==> src/rtl/mod_counter.sv <==
// Modulo-MODULUS up/down counter with load, terminal count, wrap pulse and sticky overflow.
// Optional saturating mode is compiled in by defining MOD_COUNTER_SAT_EN (adds the sat port).
`timescale 1ns/1ps

module mod_counter #(
    parameter int WIDTH   = 8,
    parameter int MODULUS = 256
) (
    input  logic             clk,
    input  logic             rst,
    input  logic             en,
    input  logic             load,
    input  logic             down,
    input  logic [WIDTH-1:0] data,
    input  logic             ovf_clr,
`ifdef MOD_COUNTER_SAT_EN
    input  logic             sat,
`endif
    output logic [WIDTH-1:0] count,
    output logic             tc,
    output logic             wrap,
    output logic             ovf
);

    localparam logic [WIDTH-1:0] MAX_VAL = WIDTH'(MODULUS - 1);
    // One extra bit so MODULUS = 2**WIDTH is representable for the load range check.
    localparam logic [WIDTH:0]   MOD_EXT = (WIDTH + 1)'(MODULUS);

    logic [WIDTH-1:0] r_count;
    logic             r_wrap;
    logic             r_ovf;

    logic             w_at_limit;
    logic             w_sat_mode;
    logic             w_limit_event;
    logic             w_wrap_event;
    logic [WIDTH-1:0] w_load_val;
    logic [WIDTH-1:0] w_count_nxt;
    logic             w_ovf_nxt;

`ifdef MOD_COUNTER_SAT_EN
    assign w_sat_mode = sat;
`else
    assign w_sat_mode = 1'b0;
`endif

    assign w_at_limit    = down ? (r_count == '0) : (r_count == MAX_VAL);
    assign w_limit_event = !load && en && w_at_limit;
    assign w_wrap_event  = w_limit_event && !w_sat_mode;
    assign w_load_val    = ({1'b0, data} < MOD_EXT) ? data : MAX_VAL;

    always_comb begin
        // NOTE: default first so every path assigns w_count_nxt and no latch is inferred.
        w_count_nxt = r_count;
        if (load) begin
            w_count_nxt = w_load_val;
        end else if (en) begin
            if (w_at_limit) begin
                if (!w_sat_mode) begin
                    w_count_nxt = down ? MAX_VAL : '0;
                end
            end else if (down) begin
                w_count_nxt = r_count - WIDTH'(1);
            end else begin
                w_count_nxt = r_count + WIDTH'(1);
            end
        end
    end

    // A limit event on the same edge as ovf_clr keeps the flag set.
    assign w_ovf_nxt = w_limit_event || (r_ovf && !ovf_clr);

    always_ff @(posedge clk or negedge rst) begin
        if (!rst) begin
            r_count <= '0;
            r_wrap  <= 1'b0;
            r_ovf   <= 1'b0;
        end else begin
            // NOTE: non-blocking so all three registers sample pre-edge values together.
            r_count <= w_count_nxt;
            r_wrap  <= w_wrap_event;
            r_ovf   <= w_ovf_nxt;
        end
    end

    assign count = r_count;
    assign wrap  = r_wrap;
    assign ovf   = r_ovf;
    assign tc    = en && w_at_limit;

endmodule

==> config.mk <==
export PLATFORM = sky130hd
export DESIGN_NAME = mod_counter
export DESIGN_NICKNAME = d
export VERILOG_FILES = /design/src/rtl/mod_counter.sv
export SDC_FILE = /design/constraint.sdc
export NUM_CORES = 1
export LEC_CHECK = 0
export ABC_AREA = 0
export CAP_MARGIN = 25
export CELL_PAD_IN_SITES_DETAIL_PLACEMENT = 1
export CELL_PAD_IN_SITES_GLOBAL_PLACEMENT = 1
export CORE_ASPECT_RATIO = 0.5
export CORE_UTILIZATION = 31
export CTS_BUF_LIST = sky130_fd_sc_hd__clkbuf_4
export DETAILED_ROUTE_END_ITERATION = 12
export PLACE_DENSITY_LB_ADDON = 0.08
export SLEW_MARGIN = 20
export SYNTH_ARGS = -nofsm -noshare
export SYNTH_HDL_FRONTEND = slang
export SYNTH_SLANG_ARGS = --single-unit
==> constraint.sdc <==
create_clock -name clk -period 1.7 [get_ports clk]
set_input_delay 0.34 -clock clk [delete_from_list [all_inputs] [get_ports clk]]
set_output_delay 0.34 -clock clk [all_outputs]
set_load 0.02 [all_outputs]
==> metrics <==
Post-DP Area 1350 µm²; Slew headroom 0.682; met1 usage 0.327; Synth Net Count roughly 130; Slew Viols, Final 0; Via density 5.13; H-tree levels 1; Max IR drop VDD approximately 0.43 mV; Worst Tran Pin Value ~480 ps; GR met2 Demand/Resource 0.493; post-synthesis cell type count 33; Power Density 914 nW/µm²; Final HPWL DP between 2000 and 2500 µm; first-pass GRT wire length 5490 µm; Sink Count 10; wire per inst 18.6 µm; row count 12; die area approximately 3000 µm²; vias 1052; Final period util 1.13; data required time at the worst endpoint 1890 ps; Worst Skew 0.844 ps; setup ws final -217 ps; DIE WIDTH 76.1 µm; Peak Freq about 520 MHz; layout cells sized above 1 0.424; crit end category flop; initial antenna violation count 0; asr flop ratio synth 1.00; count of final setup violators 7; RePlAce Congestion 0.742; clk_lat worst skew between 200 and 300 ps; Synth area leader dfrtp_1; synthesis-stage register bit count 10; Final Cell Area 1590 µm²; status complete, but fails checks; crit path time final about 1900 ps; initial drt markers 30; DIE HEIGHT approximately 40 µm; GRT Overall Usage 0.255; final hold vios 0; syn avg cell area ~8.1 µm²; core region area 2400 µm²; Startpoint Class flop; Arr. time, crit path 2100 ps; RSZ-0062 raised after global routing true; Initial Utilization 0.354; number of flops mapped to enable cells by yosys 0; root buf cell clkbuf_4; filler instances roughly 290; MaxCap Viol Count 0; WHS a little under 400 ps; Clock Pin Slew Worst Setup and Hold Paths approximately 70 ps; HP Class primary input to asynchronous set/reset pin; met3 GRT Util 0.0353; Synth Instances 105; number of CTS-inserted buffers 3; vias in the first global route 1043; post-synth top area share 0.294; hold_buf cts 0; Synthesis Warnings 0; type of the worst setup path flop to flop; mapped cell area approximately 850 µm²; synthesis-to-layout area growth 86.8%; most common cell in the netlist a21oi_1; Post-Layout Cell Count about 210; Main synth FF type dfrtp_1; fin nets 192; gr busiest metal met2; failing checks negative setup slack; FF-to-FF path depth 8; pin count of the biggest net entering global routing 11; DRC viols 0; number of port buffers 24; gr ovfl total 0; Leakage 0.720 nW; synth cell count leaders a21oi_1, nand2_1, dfrtp_1, nor2_1, inv_1; drt first pass iters 4; post-placement cell count 190; post-route ant nets 0; top post-synthesis cells by area dfrtp_1, ha_1, a21oi_1, nand2_1, nor2_1; WL final ~3800 µm; Seq/Total Area, Yosys 0.294; # IOs 25; Crit Path Max Fanout 3; ANT cells 0; CTS tree yes; post-route total power 1.45 mW; Max Root-Sink Buffers 2
[critical path, stage by stage (launching register included)]
cell and delay (ps):
dfrtp_2 410, buf_6 140, inv_4 30, fa_2 350, nand2b_4 170, a2111o_1 350, o211ai_1 120, a21oi_1 110
o21ai_1 160
[registers in the layout, summed over array words and instances, names as in the netlist]
name / count
count: 8
ovf: 1
wrap: 1
[per-layer routing]
| layer | vias to the layer above | part of all wire |
|---|---|---|
| met1 | 525 | 0.48 |
| met4 | 0 | 0.0010 |
| met5 | - | 0 |
| li1 | 504 | - |
| met3 | 2 | 0.024 |
| met2 | 21 | 0.50 |
[stage by stage]
stage / util / worst slack, ps / setup TNS, ps
2_1_floorplan: - / -41.5 / -41.5
3_3_place_gp: 0.563 / -696 / -4660
3_5_place_dp: 0.563 / -705 / -4980
4_1_cts: 0.627 / -122 / -565
5_1_grt: 0.661 / -263 / -1270
6_report: 0.661 / -217 / -918
[timing repair]
| action | in CTS | in global routing |
|---|---|---|
| gates resized for setup | 29 | 18 |
| setup endpoints to repair | 15 | 9 |
| setup buffers | 8 | 3 |
| hold endpoints to repair | 0 | 0 |
| pin swaps | 14 | 14 |
[cell usage in the layout, fill, tap and decap left out, types with 2 or more instances in the layout]
| master | count |
|---|---|
| nand2b_1 | 3 |
| nor2_2 | 4 |
| o21ai_1 | 8 |
| xor2_1 | 2 |
| nor2b_1 | 2 |
| nor2_1 | 6 |
| ha_4 | 3 |
| buf_4 | 36 |
| clkdlybuf4s50_1 | 14 |
| ha_1 | 3 |
| a21oi_2 | 2 |
| clkbuf_4 | 4 |
| dlygate4sd2_1 | 6 |
| dfrtp_2 | 2 |
| buf_6 | 4 |
| a21oi_1 | 11 |
| inv_1 | 5 |
| o211ai_1 | 2 |
| xor2_2 | 2 |
| o21ai_0 | 2 |
| dfrtp_1 | 8 |
| nand2_1 | 12 |
| nand3_1 | 2 |
| xnor2_1 | 2 |
[final timing paths]
| kind | slack (ps) | endpoint | from |
|---|---|---|---|
| worst max-delay path | -220 | count[6] | count[1] |
| worst min-delay path | 400 | count[3] | rst |
| worst max register to register | -220 | count[6] | count[1] |
| worst min register to register | 580 | ovf | ovf |
| max in group asynchronous | 960 | count[1] | rst |
| min in group clk | 580 | ovf | ovf |
[cell families (layout without fill, tap and decap cells)]
group,Yosys count,in the layout,share of synthesized area
flip-flops,10,10,0.294
AO/OA/AOI/OAI,35,35,0.268
adder cells (fa/ha/maj),7,7,0.112
XOR/XNOR,6,6,0.0618
AND/OR/NAND/NOR,38,38,0.224
buffers and inverters,9,74,0.0412
[report_power, final]
group | internal (mW) | leakage [nW] | switching [mW] | total [mW]
clock | 0.107 | 0.0184 | 0.0863 | 0.193
combinational | 0.458 | 0.579 | 0.477 | 0.935
sequential | 0.276 | 0.122 | 0.0481 | 0.324
[cell type report]
| cell class | count | area, µm² | area share |
|---|---|---|---|
| multi-input combinational | 86 | 697 | 0.439 |
| inverter | 7 | 28.8 | 0.0181 |
| timing repair buffer | 63 | 537 | 0.338 |
| tap | 35 | 43.8 | 0.0276 |
| sequential | 10 | 253 | 0.159 |
| clock buffer | 4 | 30.0 | 0.0189 |
(Power assumes the default switching activity.)
